## config.mk

```make
export PLATFORM = sky130hd
export DESIGN_NAME = id_ex_stage
export DESIGN_NICKNAME = d
export VERILOG_FILES = /design/src/rtl/mips_pkg.sv /design/src/rtl/alu_ctrl_decode.sv /design/src/rtl/id_ex_stage.sv
export SDC_FILE = /design/constraint.sdc
export NUM_CORES = 1
export LEC_CHECK = 0
export ABC_CLOCK_PERIOD_IN_PS = 4000
export CORE_MARGIN = 5
export CORE_UTILIZATION = 39
export DETAILED_ROUTE_END_ITERATION = 6
export PLACE_DENSITY = 0.88
export SETUP_SLACK_MARGIN = 0.02
export SYNTH_ARGS = -nofsm -noshare
export SYNTH_HDL_FRONTEND = slang
export SYNTH_SLANG_ARGS = --single-unit
```

## constraint.sdc

```tcl
create_clock -name clk -period 4 [get_ports clk]
set_clock_uncertainty 0.15 [all_clocks]
set_input_delay 1 -clock clk [delete_from_list [all_inputs] [get_ports clk]]
set_output_delay 1 -clock clk [all_outputs]
set_load 0.02 [all_outputs]
```

## src/rtl/mips_pkg.sv

```systemverilog
// mips_pkg: shared opcode, funct and ALU-control encodings for the ID/EX stage.
// Contents: main-decoder ALUOp codes, R-type funct codes, and the 4-bit
// {ainvert,binvert,alu_op} control words understood by the 32-bit ALU.
package mips_pkg;

    localparam logic [1:0] ALUOP_ADD   = 2'b00;
    localparam logic [1:0] ALUOP_SUB   = 2'b01;
    localparam logic [1:0] ALUOP_RTYPE = 2'b10;

    localparam logic [5:0] FUNCT_ADD = 6'b100000;
    localparam logic [5:0] FUNCT_SUB = 6'b100010;
    localparam logic [5:0] FUNCT_AND = 6'b100100;
    localparam logic [5:0] FUNCT_OR  = 6'b100101;
    localparam logic [5:0] FUNCT_SLT = 6'b101010;
    localparam logic [5:0] FUNCT_NOR = 6'b100111;

    localparam logic [3:0] CTRL_ADD = 4'b0010;
    localparam logic [3:0] CTRL_SUB = 4'b0110;
    localparam logic [3:0] CTRL_AND = 4'b0000;
    localparam logic [3:0] CTRL_OR  = 4'b0001;
    localparam logic [3:0] CTRL_SLT = 4'b0111;
    localparam logic [3:0] CTRL_NOR = 4'b1100;

endpackage

```

## src/rtl/alu_ctrl_decode.sv

```systemverilog
// alu_ctrl_decode: combinational ALU-control decoder (main_op + funct -> ALU controls).
// Ports:
//   main_op [1:0]  in   main-decoder ALUOp (add / sub / R-type / reserved)
//   funct   [5:0]  in   R-type function field
//   ainvert        out  ALU A-invert control
//   binvert        out  ALU B-invert control
//   alu_op  [1:0]  out  ALU operation select
//   illegal        out  function not decodable; controls fall back to add
module alu_ctrl_decode
    import mips_pkg::*;
(
    input  logic [1:0] main_op,
    input  logic [5:0] funct,
    output logic       ainvert,
    output logic       binvert,
    output logic [1:0] alu_op,
    output logic       illegal
);

    logic [3:0] ctrl;

    always_comb begin
        ctrl    = CTRL_ADD;
        illegal = 1'b0;
        if (main_op == ALUOP_SUB) begin
            ctrl = CTRL_SUB;
        end else if (main_op == ALUOP_RTYPE) begin
            case (funct)
                FUNCT_ADD: ctrl = CTRL_ADD;
                FUNCT_SUB: ctrl = CTRL_SUB;
                FUNCT_AND: ctrl = CTRL_AND;
                FUNCT_OR:  ctrl = CTRL_OR;
                FUNCT_SLT: ctrl = CTRL_SLT;
                FUNCT_NOR: ctrl = CTRL_NOR;
                default:   illegal = 1'b1;
            endcase
        end else if (main_op != ALUOP_ADD) begin
            illegal = 1'b1;
        end
    end

    assign {ainvert, binvert, alu_op} = ctrl;

endmodule

```

## src/rtl/id_ex_stage.sv

```systemverilog
// id_ex_stage: ID/EX pipeline register with ALU-control decode and valid/ready handshake.
// Optional feature macro: ID_EX_FORWARD_EN (adds EX/MEM result forwarding at capture).
// Ports:
//   clk, rst_n                      clock, synchronous active-low reset
//   in_valid / in_ready             upstream handshake (in_ready combinational)
//   flush                           kill held instruction; drops a same-cycle capture
//   rs_data, rt_data, imm           operands and sign-extended immediate
//   alu_src                         0: B = rt_data, 1: B = imm
//   main_op, funct                  ALU control source fields
//   rs_addr, rt_addr, dest_addr     register numbers
//   reg_write, mem_read, mem_write  control bits
//   fwd_valid, fwd_addr, fwd_data   EX/MEM forwarding source (ID_EX_FORWARD_EN only)
//   out_valid / out_ready           downstream handshake
//   a_out, b_out                    registered ALU operands
//   alu_op, ainvert, binvert        registered ALU controls
//   dest_out                        registered destination
//   reg_write_out, mem_read_out,
//   mem_write_out                   registered control, forced 0 when not valid
//   illegal                         held instruction has undecodable ALU function
module id_ex_stage
    import mips_pkg::*;
#(
    parameter int WIDTH   = 32,
    parameter int RADDR_W = 5
) (
    input  logic               clk,
    input  logic               rst_n,
    input  logic               in_valid,
    output logic               in_ready,
    input  logic               flush,
    input  logic [WIDTH-1:0]   rs_data,
    input  logic [WIDTH-1:0]   rt_data,
    input  logic [WIDTH-1:0]   imm,
    input  logic               alu_src,
    input  logic [1:0]         main_op,
    input  logic [5:0]         funct,
    input  logic [RADDR_W-1:0] rs_addr,
    input  logic [RADDR_W-1:0] rt_addr,
    input  logic [RADDR_W-1:0] dest_addr,
    input  logic               reg_write,
    input  logic               mem_read,
    input  logic               mem_write,
`ifdef ID_EX_FORWARD_EN
    input  logic               fwd_valid,
    input  logic [RADDR_W-1:0] fwd_addr,
    input  logic [WIDTH-1:0]   fwd_data,
`endif
    output logic               out_valid,
    input  logic               out_ready,
    output logic [WIDTH-1:0]   a_out,
    output logic [WIDTH-1:0]   b_out,
    output logic [1:0]         alu_op,
    output logic               ainvert,
    output logic               binvert,
    output logic [RADDR_W-1:0] dest_out,
    output logic               reg_write_out,
    output logic               mem_read_out,
    output logic               mem_write_out,
    output logic               illegal
);

    logic             capture;
    logic             load;
    logic [WIDTH-1:0] a_nxt;
    logic [WIDTH-1:0] rt_nxt;
    logic             d_ainvert;
    logic             d_binvert;
    logic [1:0]       d_alu_op;
    logic             d_illegal;
    logic             rw_q;
    logic             mr_q;
    logic             mw_q;

    alu_ctrl_decode u_dec (
        .main_op (main_op),
        .funct   (funct),
        .ainvert (d_ainvert),
        .binvert (d_binvert),
        .alu_op  (d_alu_op),
        .illegal (d_illegal)
    );

    assign in_ready = !out_valid || out_ready;
    assign capture  = in_valid && in_ready;
    // A flushed capture is dropped entirely so the held outputs stay as they were.
    assign load     = capture && !flush;

`ifdef ID_EX_FORWARD_EN
    // Register 0 is hardwired zero and is never a forwarding target.
    assign a_nxt  = (fwd_valid && fwd_addr != '0 && fwd_addr == rs_addr) ? fwd_data : rs_data;
    assign rt_nxt = (fwd_valid && fwd_addr != '0 && fwd_addr == rt_addr) ? fwd_data : rt_data;
`else
    logic unused_addr;
    assign unused_addr = ^{rs_addr, rt_addr};
    assign a_nxt  = rs_data;
    assign rt_nxt = rt_data;
`endif

    always_ff @(posedge clk) begin
        if (!rst_n) begin
            out_valid <= 1'b0;
            a_out     <= '0;
            b_out     <= '0;
            alu_op    <= 2'b00;
            ainvert   <= 1'b0;
            binvert   <= 1'b0;
            dest_out  <= '0;
            rw_q      <= 1'b0;
            mr_q      <= 1'b0;
            mw_q      <= 1'b0;
            illegal   <= 1'b0;
        end else begin
            out_valid <= flush ? 1'b0 : capture ? 1'b1 : (out_valid && out_ready) ? 1'b0 : out_valid;
            if (load) begin
                a_out    <= a_nxt;
                b_out    <= alu_src ? imm : rt_nxt;
                alu_op   <= d_alu_op;
                ainvert  <= d_ainvert;
                binvert  <= d_binvert;
                dest_out <= dest_addr;
                // An undecodable instruction must not change architectural state.
                rw_q     <= reg_write && !d_illegal;
                mr_q     <= mem_read && !d_illegal;
                mw_q     <= mem_write && !d_illegal;
                illegal  <= d_illegal;
            end
        end
    end

    assign reg_write_out = out_valid && rw_q;
    assign mem_read_out  = out_valid && mr_q;
    assign mem_write_out = out_valid && mw_q;

endmodule

```

# After elaboration in Yosys (flattened, before gate mapping)
# Index checks and enable logic that the tools add are counted.
# totals
reg_bits,78
latch_bits,0
ram_bits,0
mem_bits_ro,0
output_inout_bits,79
elab_cells,47
mem_count,0
# op_classes
addsub,0
n_mul,0
n_div,0
magnitude_cmp,0
n_eq_ne,8
n_shift,0
n_mux,10
bitwise,1
reduce_logical,17
# op_table
cell,count
6-bit equality test (second input constant),6
32-bit two-way mux,1
4-bit one-hot mux with 5 select lines,1
1-bit logical AND,9
4-bit two-way mux,2
1-bit two-way mux,6
6-bit OR reduction,1
2-bit nonzero test,2
1-bit zero test,3
2-bit by 1-bit equality test with 1-bit output (second input constant),1
2-bit equality test (second input constant),1
2-bit OR reduction,1
1-bit logical OR,1
1-bit inverter,1

# Depth between registers and ports, before layout
# depth
ltp_word,7
ltp_mapped,7
mapped_depth_nobuf,5

# Modules after synthesis
# Synthesis repeated with hierarchy kept, for this count alone.
# hier_totals
hier_cells,383
area_unflattened_um2,3732.3
# by_module_without_submodules
mod,instances,cells_per_inst,area_each_um2,seq_area_each_um2
id_ex_stage,1,362,3606.0,1561.5
alu_ctrl_decode,1,21,126.4,0.0

# Worst setup path before layout
# Ideal clock, no wire load.
# synth_path
kind,input to output
startpoint,input port out_ready
endpoint,output port in_ready
arrival_ns,1.205
setup_slack_ns,1.645
path_stages,2
path_buffers,0
path_cell_list,nor2b_4 > inv_2
# synth_via
elab_chain_cells,1
# synth_lines
element,line_no,source
start: declaration,id_ex_stage.sv:49,"input logic out_ready,"
1-bit logical OR,id_ex_stage.sv:83,assign in_ready = !out_valid || out_ready;
end: declaration,id_ex_stage.sv:29,"output logic in_ready,"
# No other way between the ends.

# Worst setup path in the final report
# Same ends and word-level chain as after synthesis.

==> results.sh <==
export IMPL_status="completed"
export IMPL_final_nets=674
export IMPL_remaining_drc_errors=0
export IMPL_hp_class="register to register"
export IMPL_crit_slowest_cell="clkdlybuf4s50_1"
export IMPL_grt_pass1_vias=3369
export IMPL_cts_buffers=9
export IMPL_vias=3264
export IMPL_design_area_sq_mm=0.005426
export IMPL_rsz0062_at_grt="no"
export IMPL_syn_nets=493
export IMPL_path_clk_slew_ns=0.07
export IMPL_crit_type="input port to primary output"
export IMPL_cp_common_cell="clkdlybuf4s50_1"
export IMPL_max_freq_mhz=294.9
export IMPL_netlist_area_leader_share_pct=48.45
export IMPL_cp_arrival_ns=2.24
export IMPL_netSwitchingFraction_pct=25.69
export IMPL_io_buffers=196
export IMPL_num_io_pins=207
export IMPL_grtUsageTotal_pct=19.24
export IMPL_setup_slack_ns=0.6092
export IMPL_clkPwrFrac_pct=34.3
export IMPL_routed_via_density=4.976
export IMPL_place_gp_congestion=0.8205
export IMPL_yosysSeqAreaShare_pct=48.45
export IMPL_yosys_top_cells_area="dfxtp_1 48%, mux2i_1 9.9%, nand2_1 9.1%"
export IMPL_timing_hold_ws_ns=0.3051
export IMPL_die_y_um=100.9
export IMPL_die_area_sq_mm=0.01018
export IMPL_syn_avg_cell_area_sq_um=8.830
export IMPL_clock_sinks=78
export IMPL_htree_num_levels=3
export IMPL_grt_overflow=0
export IMPL_crit_start="out_ready"
export IMPL_setup_tns_ns=0
export IMPL_relSlewSlack_pct=39.08
export IMPL_cts_buffer_depth=2
export IMPL_syn_area_sq_mm=0.003223
export IMPL_worst_r2r_startpoint="out_valid"
export IMPL_tightest_slew_ns=0.9138
export IMPL_cts_root_buf="clkbuf_8"
export IMPL_hp_start="a_out[30]"
export IMPL_path_max_fanout=3
export IMPL_synth_flop_cell="dfxtp_1"
export IMPL_start_util_pct=39.62
export IMPL_drtAntennaViolNets=0
export IMPL_worstPathCellList="clkdlybuf4s50_1 > nor2b_4 > inv_2 > clkdlybuf4s50_1"
export IMPL_dr_pass1_iters=4
export IMPL_power_switching_w=0.0004868
export IMPL_synth_top_area_cell="dfxtp_1"
export IMPL_synth_cell_types=34
export IMPL_p_leak_nw=2.007
export IMPL_fp_coreArea_sq_mm=0.008134
export IMPL_syn_inst=365
export IMPL_critPathCaptureType="primary output"
export IMPL_die_w_um=100.9
export IMPL_critPathRequiredTime_ns=2.85
export IMPL_grt_start_max_net_pins=110
export IMPL_cp_slowest_stage_delay_ns=0.60
export IMPL_cts_resized=0
export IMPL_synth_edf_count=0
export IMPL_power_density_mw_per_mm2=349.2
export IMPL_area_growth_synth_to_final_pct=68.36
export IMPL_grt_pass1_wl_um=15630
export IMPL_dpl_cell_area_sq_mm=0.005204
export IMPL_sequentialPowerShare_pct=44.4
export IMPL_power_share_combinational_pct=21.3
export IMPL_p_int_w=0.001408
export IMPL_hold_violations=0
export IMPL_synth_ff_latch_count=78
export IMPL_fin_crit_sh_pct=84.77
export IMPL_maxCapViolations=0
export IMPL_vdd_drop_max_v=0.0002418
export IMPL_pre_cts_slack_ns=0.6059
export IMPL_synth_warnings=0
export IMPL_rows=33
export IMPL_grt_antenna_before_repair=0
export IMPL_drive_gt1_share_pct=5.989
export IMPL_setup_viol=0
export IMPL_post_cts_buffers=0
export IMPL_diodes=0
export IMPL_dr_first_iter_drc_count=101
export IMPL_maxSlewViolCount=0
export IMPL_wl_per_cell_um=15.31
export IMPL_fin_crit_ns=3.391
export IMPL_ys_async_sr_fraction_pct=0
export IMPL_cts_tree="done"
export IMPL_startpoint_type="input port"
export IMPL_cts_hold_fix_buffers=0
export IMPL_place_hpwl_um=7684
export IMPL_wl_um=10050
export IMPL_clk_latency_ns=0.33
## area by class of cell
type / count / area, sq um
Clock buffer: 10 / 137.6
Clock inverter: 6 / 85.08
Fill cell: 653 / 2708
Inverter: 4 / 15.01
Multi-Input combinational cell: 255 / 1499
Sequential cell: 78 / 1562
Tap cell: 105 / 131.4
Timing Repair Buffer: 198 / 1997
## placed cells by master (no fill, tap or decap), types with 3 or more instances in the layout
cell             netlist  final
clkdlybuf4s50_1        0    195
nand2_1               78     78
dfxtp_1               78     78
a21oi_1               41     41
nor2_1                34     34
mux2i_1               32     32
a211oi_1              24     24
clkbuf_8               0     10
a211oi_2               8      8
nand3_1                8      8
o21ai_0                6      6
and2_1                 3      3
nor2b_1                3      3
## metrics by stage
step	total power, W	cells	util (%)
final	0.001895	656	66.71
after CTS	0.001917	656	66.71
after global routing	0.001986	656	66.71
after floorplan	0.001037	365	-
after detailed placement	0.001265	640	63.97
after global placement	0.001252	640	63.97
## cell families (layout without fill, tap and decap cells)
kind of cell           after synthesis  after routing  synth area share, %
DFF                                 78             78                48.45
muxes                               32             32                9.938
buffers and inverters               32            218                5.241
AOI/OAI and AO/OA                   87             87                17.90
and+or+nand+nor                    136            136                18.48
## power groups by stage
stage	clock network, W	logic [W]	registers, W
3_3_place_gp	0	0.000395	0.000857
5_1_grt	0.000707	0.000432	0.000847
2_1_floorplan	0	0.000128	0.000909
4_1_cts	0.000669	0.000407	0.000841
6_report	0.000650	0.000403	0.000841
3_5_place_dp	0	0.000405	0.000859
## per-layer routing
layer | global-route usage, % | routed length, um | vias to the layer above
li1 | - | - | 1616
met3 | 6.713 | 951 | 18
met5 | 0 | 0 | -
met2 | 35.14 | 5100 | 153
met1 | 20.07 | 3776 | 1477
met4 | 7.464 | 218 | 0
## worst max-delay path: cells and delay by family
family,cells,cell delay [ns]
buf+inv,3,1.18
simple gates,1,0.06
## state kept, by name (all words and copies together), names as in the netlist
| signal | cells |
|---|---|
| mr_q | 1 |
| alu_op | 2 |
| binvert | 1 |
| rw_q | 1 |
| b_out | 32 |
| ainvert | 1 |
| dest_out | 5 |
| mw_q | 1 |
| out_valid | 1 |
| illegal | 1 |
| a_out | 32 |
## synthesized netlist by cell type (2+ instances only)
cell       n
mux2i_1   32
buf_6      2
nand2_1   78
inv_2      2
and2_1     3
dfxtp_1   78
nor2_1    34
nand3_1    8
clkbuf_1   7
a21oi_1   41
o21ai_0    6
inv_1      2
buf_4      4
nor2b_1    3
a31oi_1    2
a211oi_1  24
a211oi_2   8
buf_2     15
## path summary, 6_finish.rpt
kind | to | slack, ns | depth (start not counted)
min reg2reg | a_out[30] | 0.31 | 2
min | a_out[30] | 0.31 | 2
max reg2reg | ainvert | 2.15 | 5
max | in_ready | 0.61 | 4
Power figures use the tool's default switching activity.
==> RTL edit (config.mk and constraints unchanged) <==
`WIDTH`: 32 -> 48.
--- a/src/rtl/id_ex_stage.sv
+++ b/src/rtl/id_ex_stage.sv
@@ -20,7 +20,7 @@
 module id_ex_stage
     import mips_pkg::*;
 #(
-    parameter int WIDTH   = 32,
+    parameter int WIDTH   = 48,
     parameter int RADDR_W = 5
 ) (
     input  logic               clk,
Ports: changed (5 resized); port bits go from 207 to 287. No check against the original RTL was run, so the function may have changed too.
==> RTL edit against the unedited design <==
Non-clock buffer count is 85 higher; worst setup slack worse by 1.8 ps; fmax hardly changed; design area is 39% higher; sequential power is 41% higher; sequential cell count is 32 higher; total power is 36% higher; worst hold slack hardly changed; routed wire length is 43% higher; count of clock-buffer cells in the layout is 1 lower; synthesized area is 38% higher; highest routed layer unchanged.
==> RTL edit: results <==
group,metric,value,unit
outcome,status,"finished clean",
synthesis,synth_common_cells,"110 x dfxtp_1, 110 x nand2_1, 56 x a21oi_1, 50 x nor2_1, 48 x mux2i_1",
cts,clkLatencyLatePin,340,ps
routing,wire_per_inst,15.8,um
global_routing,grtUsageMet2,0.367,
global_routing,grtUsageMet3,0.0735,
synthesis,syn_avg_cell_area,8.82,um^2
place,pre_cts_ws,597,ps
power,vdd_drop_max,262,uV
final_layout,fin_cells,905,
power,leakagePower,2.79,nW
cts,root_buffer,"clkbuf_16",
place,gp_congestion,0.738,
synthesis,yosysSeqAreaShare,0.494,
global_routing,antenna_found_initial,0,
cts,path_clk_slew,70,ps
place,port_buffers,276,
final_layout,reg.largest.list,"a_out x48, b_out x48, dest_out x5",
global_routing,grt_pass1_vias,4578,
final_layout,drive_gt1_frac,0.0512,
synthesis,yosys.area.top_type_share,0.494,
worst_setup_path,worst_path_largest_cell_delay,620,ps
routing,drt-initial-drc-count,209,
synthesis,synth.area.top_cells,"dfxtp_1 49%, mux2i_1 11%, nand2_1 9.3%, a211oi_1 6.4%, a21oi_1 6.3%",
routing,vias,4472,
synthesis,synthesis.nets,681,
global_routing,grt_max_degree,104,
global_routing,grt_use_total,0.201,
place,hpwl,11.2,mm
timing,relSlewSlack,0.473,
global_routing,grt_pass1_wl,21.6,mm
place,placed_cell_area,7260,um^2
place,placed_cells,890,
global_routing,grtUsageMet1,0.200,
final_layout,fin_nets,934,
synthesis,synthArstFlopShare,0,
==> RTL edit: cell types whose count changed in the layout (fill, tap and decap cells not counted), moves of 6 or more <==
cell             unedited run  this run
a21oi_1                    41        56
clkdlybuf4s50_1           195       275
mux2i_1                    32        48
nand2_1                    78       110
a211oi_1                   24        38
clkbuf_16                   0         9
dfxtp_1                    78       110
nor2_1                     34        50
buf_4                       0         6
clkbuf_8                   10         0
==> RTL edit: final timing paths <==
path,slack (ps),end,cells past startpoint,startpoint
worst max-delay path,610,in_ready,4,out_ready
worst min-delay path,310,a_out[10]$_SDFFE_PN0P_,2,a_out[10]$_SDFFE_PN0P_
worst max register to register,1910,a_out[44]$_SDFFE_PN0P_,6,out_valid$_SDFFE_PP0P_
worst min register to register,310,a_out[10]$_SDFFE_PN0P_,2,a_out[10]$_SDFFE_PN0P_
==> RTL edit: layout make-up <==
class / count / area, um^2
Timing Repair Buffer: 283 / 2820
Fill cell: 904 / 3790
Multi-Input combinational cell: 350 / 2040
Clock buffer: 9 / 225
Clock inverter: 6 / 47.5
Inverter: 4 / 16.3
Tap cell: 143 / 179
Sequential cell: 110 / 2200
==> RTL edit: per-layer routing <==
layer	routed length (um)	up-vias
met4	592	0
met2	7260	195
met1	4940	1999
met5	0	-
li1	-	2239
met3	1540	39
==> RTL edit: cell families (layout without fill, tap and decap cells) <==
kind of cell | Yosys count | count (layout) | synth area share
buffers and inverters | 45 | 302 | 0.0483
and+or+nand+nor | 185 | 185 | 0.174
DFF | 110 | 110 | 0.494
muxes | 48 | 48 | 0.108
AOI/OAI and AO/OA | 117 | 117 | 0.175
==> RTL edit: report_power, final <==
part	total, mW	leakage (nW)	switching, mW	internal [mW]
Combinational	0.569	1.75	0.255	0.314
Clock	0.827	0.132	0.402	0.425
Sequential	1.19	0.902	0.0319	1.16
